$ cat config.mk
export PLATFORM = sky130hd
export DESIGN_NAME = vc_link_sched
export DESIGN_NICKNAME = d
export VERILOG_FILES = /design/src/rtl/vc_link_sched_pkg.sv /design/src/rtl/vc_link_sched_rr_arb.sv /design/src/rtl/vc_link_sched.sv
export SDC_FILE = /design/constraint.sdc
export NUM_CORES = 1
export LEC_CHECK = 0
export BUFFER_PORTS_ARGS = -buffer_cell sky130_fd_sc_hd__buf_2
export CORE_AREA = 2 2 85 87
export DETAILED_ROUTE_END_ITERATION = 10
export DIE_AREA = 0 0 87 89
export HOLD_SLACK_MARGIN = 0.03
export PLACE_DENSITY_LB_ADDON = 0.05
export SLEW_MARGIN = 10
export SYNTH_ARGS = -nofsm -noshare
export SYNTH_HDL_FRONTEND = slang
export SYNTH_SLANG_ARGS = --single-unit
$ cat constraint.sdc
create_clock -name clk -period 5.3 [get_ports clk]
set_clock_uncertainty 0.15 [all_clocks]
set_input_delay 0.795 -clock clk [delete_from_list [all_inputs] [get_ports clk]]
set_output_delay 0.795 -clock clk [all_outputs]
set_load 0.02 [all_outputs]
$ cat src/rtl/vc_link_sched_pkg.sv
// Shared flit format, sizing constants and scheduler state encoding for the VC link scheduler.
package vc_link_sched_pkg;

  localparam int unsigned NumVirtChn    = 3;
  localparam int unsigned VcWidth       = $clog2(NumVirtChn);
  localparam int unsigned FlitWidth     = 32;
  localparam int unsigned FlitTypeWidth = 2;
  localparam int unsigned PktSizeWidth  = 8;
  localparam int unsigned FlitDataWidth = FlitWidth - FlitTypeWidth - PktSizeWidth;

  typedef enum logic [FlitTypeWidth-1:0] {
    HEAD_FLIT = 2'd0,
    BODY_FLIT = 2'd1,
    TAIL_FLIT = 2'd2
  } flit_type_t;

  // pkt_size counts the flits that follow the head; 0 means a single-flit packet
  typedef struct packed {
    flit_type_t                flit_type;
    logic [PktSizeWidth-1:0]   pkt_size;
    logic [FlitDataWidth-1:0]  data;
  } s_flit_head_data_t;

  typedef enum logic {SCHED_UNLOCKED, SCHED_LOCKED} sched_st_t;

endpackage

$ cat src/rtl/vc_link_sched_rr_arb.sv
// Combinational round-robin arbiter: first requester at or above ptr, wrapping at NumVc-1.
module vc_rr_arb #(
  parameter int unsigned NumVc   = 3,
  parameter int unsigned VcWidth = $clog2(NumVc)
) (
  input  logic [NumVc-1:0]   req,
  input  logic [VcWidth-1:0] ptr,
  input  logic               en,
  output logic [NumVc-1:0]   gnt,
  output logic [VcWidth-1:0] gnt_idx
);

  int unsigned idx;
  logic        found;

  always_comb begin
    gnt     = '0;
    gnt_idx = '0;
    found   = 1'b0;
    idx     = 0;
    for (int unsigned i = 0; i < NumVc; i++) begin
      idx = (32'(ptr) + i) % NumVc;
      if (en && !found && req[VcWidth'(idx)]) begin
        found                = 1'b1;
        gnt[VcWidth'(idx)]   = 1'b1;
        gnt_idx              = VcWidth'(idx);
      end
    end
  end

endmodule

$ cat src/rtl/vc_link_sched.sv
// Output-link scheduler: round-robin over VC buffers with wormhole lock and one output register.
module vc_link_sched
  import vc_link_sched_pkg::*;
#(
  parameter int unsigned NumVc     = NumVirtChn,
  parameter int unsigned FlitWidth = vc_link_sched_pkg::FlitWidth,
  parameter int unsigned VcWidth   = $clog2(NumVc)
) (
  input  logic                            clk,
  input  logic                            arst_n,
  input  logic [NumVc-1:0][FlitWidth-1:0] fdata_i,
  input  logic [NumVc-1:0]                valid_i,
  output logic [NumVc-1:0]                ready_o,
  output logic [FlitWidth-1:0]            fdata_o,
  output logic [VcWidth-1:0]              vc_id_o,
  output logic                            valid_o,
  input  logic                            ready_i,
  output logic                            lock_o,
  output logic                            proto_err_o
);

  sched_st_t          state_q, state_d;
  logic [VcWidth-1:0] lock_vc_q, lock_vc_d;
  logic [VcWidth-1:0] rr_ptr_q, rr_ptr_d;
  logic [VcWidth-1:0] gnt_idx;
  logic [NumVc-1:0]   req, gnt, lock_mask;
  logic               can_load, xfer, perr_d;
  logic [FlitWidth-1:0] gnt_flit;
  s_flit_head_data_t  gnt_hdr;

  assign can_load = ~valid_o | ready_i;

  // While locked only the owning VC may request; everyone else starves until the tail
  always_comb begin
    lock_mask            = '0;
    lock_mask[lock_vc_q] = 1'b1;
    req = (state_q == SCHED_LOCKED) ? (valid_i & lock_mask) : valid_i;
  end

  vc_rr_arb #(
    .NumVc   (NumVc),
    .VcWidth (VcWidth)
  ) u_arb (
    .req     (req),
    .ptr     (rr_ptr_q),
    .en      (can_load & arst_n),
    .gnt     (gnt),
    .gnt_idx (gnt_idx)
  );

  assign ready_o  = gnt;
  assign xfer     = |gnt;
  assign gnt_flit = fdata_i[gnt_idx];
  assign gnt_hdr  = s_flit_head_data_t'(gnt_flit);
  assign lock_o   = (state_q == SCHED_LOCKED);

  // Lock FSM and round-robin pointer update, driven by the type of the granted flit
  always_comb begin
    state_d   = state_q;
    lock_vc_d = lock_vc_q;
    rr_ptr_d  = rr_ptr_q;
    perr_d    = 1'b0;
    if (xfer) begin
      case (state_q)
        SCHED_UNLOCKED: begin
          rr_ptr_d = (gnt_idx == VcWidth'(NumVc - 1)) ? '0 : gnt_idx + VcWidth'(1);
          if (gnt_hdr.flit_type == HEAD_FLIT) begin
            if (gnt_hdr.pkt_size != '0) begin
              state_d   = SCHED_LOCKED;
              lock_vc_d = gnt_idx;
            end
          end else begin
            perr_d = 1'b1;
          end
        end
        SCHED_LOCKED: begin
          if (gnt_hdr.flit_type == TAIL_FLIT) state_d = SCHED_UNLOCKED;
        end
        default: state_d = SCHED_UNLOCKED;
      endcase
    end
  end

  always_ff @(posedge clk or negedge arst_n) begin
    if (!arst_n) begin
      state_q     <= SCHED_UNLOCKED;
      lock_vc_q   <= '0;
      rr_ptr_q    <= '0;
      proto_err_o <= 1'b0;
    end else begin
      state_q     <= state_d;
      lock_vc_q   <= lock_vc_d;
      rr_ptr_q    <= rr_ptr_d;
      proto_err_o <= perr_d;
    end
  end

  // Output register: load on transfer in, otherwise drain when the router accepts
  always_ff @(posedge clk or negedge arst_n) begin
    if (!arst_n) begin
      valid_o <= 1'b0;
      fdata_o <= '0;
      vc_id_o <= '0;
    end else if (xfer) begin
      valid_o <= 1'b1;
      fdata_o <= gnt_flit;
      vc_id_o <= gnt_idx;
    end else if (ready_i) begin
      valid_o <= 1'b0;
    end
  end

`ifndef NO_ASSERTIONS
  a_grant_onehot: assert property (@(posedge clk) disable iff (!arst_n) $onehot0(ready_o));
  a_pop_needs_valid: assert property (@(posedge clk) disable iff (!arst_n)
    (ready_o & ~valid_i) == '0);
  a_stall_stable: assert property (@(posedge clk) disable iff (!arst_n)
    (valid_o && !ready_i) |=> ($stable(fdata_o) && $stable(vc_id_o)));
`endif

endmodule
==> results.json <==
{
  "postCtsHoldBufs": 0,
  "synth_cell_types": 50,
  "nets": 523,
  "r2r_slack_ns": 1.38,
  "postCtsSetupBuffers": 0,
  "layoutNonFillerInstCount": 498,
  "vias_per_cell": 5.183,
  "drt_iter0_markers": 72,
  "slew_headroom_pct": 42.89,
  "grt_first_pass_wirelength_mm": 11.30,
  "finalPower_mw": 2.017,
  "drive_gt1_share_pct": 45.69,
  "rsz0062_at_grt": "false",
  "ys_warn_count": 0,
  "min_from": "fdata_o[5]$_DFFE_PN0P_",
  "endpoint_kind": "flip-flop",
  "setup_viol": 0,
  "syn_to_final_growth_pct": 30.17,
  "io_pins": 142,
  "numCtsBuffers": 5,
  "min_to": "fdata_o[5]$_DFFE_PN0P_",
  "dieWidth_um": 87,
  "rows": 30,
  "ctsHtreeMaxLevel": 2,
  "grtUsageMet3_pct": 5.078,
  "synthXorXnorAreaFrac_pct": 0,
  "root_buffer": "clkbuf_8",
  "start_kind": "flip-flop",
  "grt_max_degree": 42,
  "synthMuxAreaShare_pct": 27.65,
  "use_met1_pct": 23.72,
  "grt-ovfl-total": 0,
  "synth_seq_area_share_pct": 36.92,
  "crit_type": "flip-flop to flip-flop",
  "dp.final_hpwl_mm": 5.314,
  "drc": 0,
  "totalWireLength_mm": 6.943,
  "status": "complete, no violations",
  "grt.total_usage_pct": 18.49,
  "synth.cell_area_mm2": 0.002779,
  "busiest_layer": "met2",
  "vdd.ir_drop.worst_v": 0.0002353,
  "cts_tree": "done",
  "synth_adder_area_share_pct": 1.801,
  "final_max_slew_viol_count": 0,
  "cts.clk_slew.worst_paths_ns": 0.08,
  "synth_top_family_by_area": "multiplexers",
  "path_max_fanout": 19,
  "max_freq_mhz": 255.2,
  "max_cap_violations": 0,
  "p_per_area_mw_per_mm2": 557.6,
  "power.leakage_nw": 1.899,
  "grtUsageMet2_pct": 30.26,
  "syn_avg_cell_area_um2": 9.751,
  "required_ns": 5.32,
  "cp.arrival_ns": 3.94,
  "dp_cells": 490,
  "synth_seq_cells": 41,
  "yosys.area_share.simple_pct": 13.51,
  "insertion_delay_ns": 0.28,
  "fin_crit_ns": 3.918,
  "antenna_found_initial": 0,
  "hp-class": "flip-flop to flip-flop",
  "first_pass_iters": 4,
  "synth_compound_area_share_pct": 14.72,
  "r2r-end": "lock_vc_q[0]$_DFFE_PN0P_",
  "r2r_cells": 10,
  "tns_ns": 0,
  "antennaDiodeCount": 0,
  "timing.rr.start": "rr_ptr_q[0]$_DFFE_PN0P_",
  "cts.path.max_buffers": 2,
  "first_global_vias": 2509,
  "hold_viol": 0,
  "clock_sinks": 41,
  "die_area_mm2": 0.007743,
  "hold_depth": 1,
  "core_area_mm2": 0.006719,
  "ant_nets": 0,
  "vias": 2581,
  "wl_per_cell_um": 13.94,
  "cts.repair.resized": 0,
  "synthCells": 285,
  "place_area_mm2": 0.003506,
  "place.gp.congestion": 0.7918,
  "worst_slew_pin_slew_ns": 0.8566,
  "die_h_um": 89,
  "numPortBuffers": 141,
  "finalCritPeriodShare_pct": 73.92,
  "final_area_mm2": 0.003617,
  "synth_nets": 391,
  "initial_utilization_pct": 41.36
}
state kept, by name, indices dropped and copies added (netlist names):
register,cells
valid_o,1
fdata_o,32
vc_id_o,2
proto_err_o,1
lock_vc_q,2
lock_o,1
rr_ptr_q,2
worst max-delay path, cell delays in order (launching register included):
cell	delay [ns]
dfrtp_1	0.38
inv_1	0.08
ha_1	0.45
or4b_1	0.53
o221ai_1	0.12
a211oi_1	0.16
o221ai_4	0.65
mux2_1	0.39
mux2_4	0.28
nand4b_1	0.24
mux2_1	0.36
routing by layer:
metal | vias to the layer above | part of all wire [%]
met4 | 0 | 1.2
met3 | 8 | 6.5
li1 | 1299 | -
met2 | 93 | 48
met5 | - | 0
met1 | 1181 | 44
placed cells by master (no fill, tap or decap), types with 3 or more instances in the layout:
cell type	n
a211oi_1	3
a21oi_1	8
buf_2	141
buf_4	3
clkbuf_8	5
dfrtp_1	41
ha_1	4
inv_1	9
mux2_1	6
mux2_2	28
mux2i_1	37
nand2_1	41
nand2b_1	5
nand3_1	4
nor4_1	5
o21ai_0	33
cells by family after synthesis:
family | after synthesis
AOI/OAI and AO/OA | 65
adders and majority gates | 4
buffers and inverters | 29
DFF | 41
muxes | 72
and+or+nand+nor | 74
cells in the mapped netlist (all sizes together):
library cell / instances / area share, %
o2111ai: 1 / 0.32
nand4b: 2 / 0.63
o211a: 1 / 0.36
nor3: 3 / 0.72
ha: 4 / 1.8
nor4b: 1 / 0.32
nand4: 1 / 0.23
nand3: 4 / 0.72
a31oi: 2 / 0.45
nand2b: 5 / 1.1
a211oi: 4 / 1.3
dfrtp: 41 / 37
mux2: 35 / 14
a31o: 1 / 0.32
o221ai: 2 / 0.86
nor4: 5 / 1.1
or3b: 1 / 0.32
o211ai: 3 / 0.99
a21oi: 8 / 1.4
clkbuf: 6 / 0.81
nand2: 41 / 5.5
a21o: 2 / 0.54
or4b: 3 / 1.1
buf: 13 / 3.2
a21boi: 1 / 0.27
nor2b: 1 / 0.23
o2111a: 1 / 0.41
o21ai: 35 / 6.3
a32oi: 1 / 0.32
and2: 3 / 0.77
nor2: 2 / 0.27
o22ai: 2 / 0.45
or2: 1 / 0.23
mux2i: 37 / 13
a2111o: 1 / 0.45
or3: 1 / 0.23
inv: 10 / 1.4
where the power goes:
group	total [mW]	switching [mW]	internal (mW)
logic	1.21	0.678	0.528
clock network	0.248	0.107	0.141
registers	0.563	0.0890	0.474
worst max path at each step:
stage | endpoint | slack [ns] | cells after the start | from
floorplan | lock_vc_q[0]$_DFFE_PN0P_ | 2.23 | 8 | valid_i[0]
finish | lock_vc_q[0]$_DFFE_PN0P_ | 1.38 | 10 | rr_ptr_q[0]$_DFFE_PN0P_
CTS | lock_vc_q[0]$_DFFE_PN0P_ | 1.40 | 10 | rr_ptr_q[0]$_DFFE_PN0P_
global placement | lock_vc_q[0]$_DFFE_PN0P_ | 1.46 | 9 | valid_i[0]
detailed placement | lock_vc_q[0]$_DFFE_PN0P_ | 1.42 | 9 | valid_i[0]
global route | lock_vc_q[0]$_DFFE_PN0P_ | 1.18 | 10 | rr_ptr_q[1]$_DFFE_PN0P_
area by class of cell:
type                       instances  area (um^2)
timing repair buffer             144        728.2
tap                               80        100.1
fill                             654         3102
clock inverter                     2        38.79
inverter                          10        37.54
sequential                        41         1026
clock buffer                       6        72.57
multi-input combinational        215         1614
per-stage QoR:
stage          hold WS (ns)  setup WS [ns]  utilization [%]
4_1_cts              0.3431          1.402            53.84
6_report             0.3435          1.382            53.84
3_5_place_dp         0.3239          1.419            52.18
3_3_place_gp         0.3152          1.463            52.18
5_1_grt              0.3738          1.178            53.84
2_1_floorplan        0.3494          2.228                -
Power figures use the tool's default switching activity.
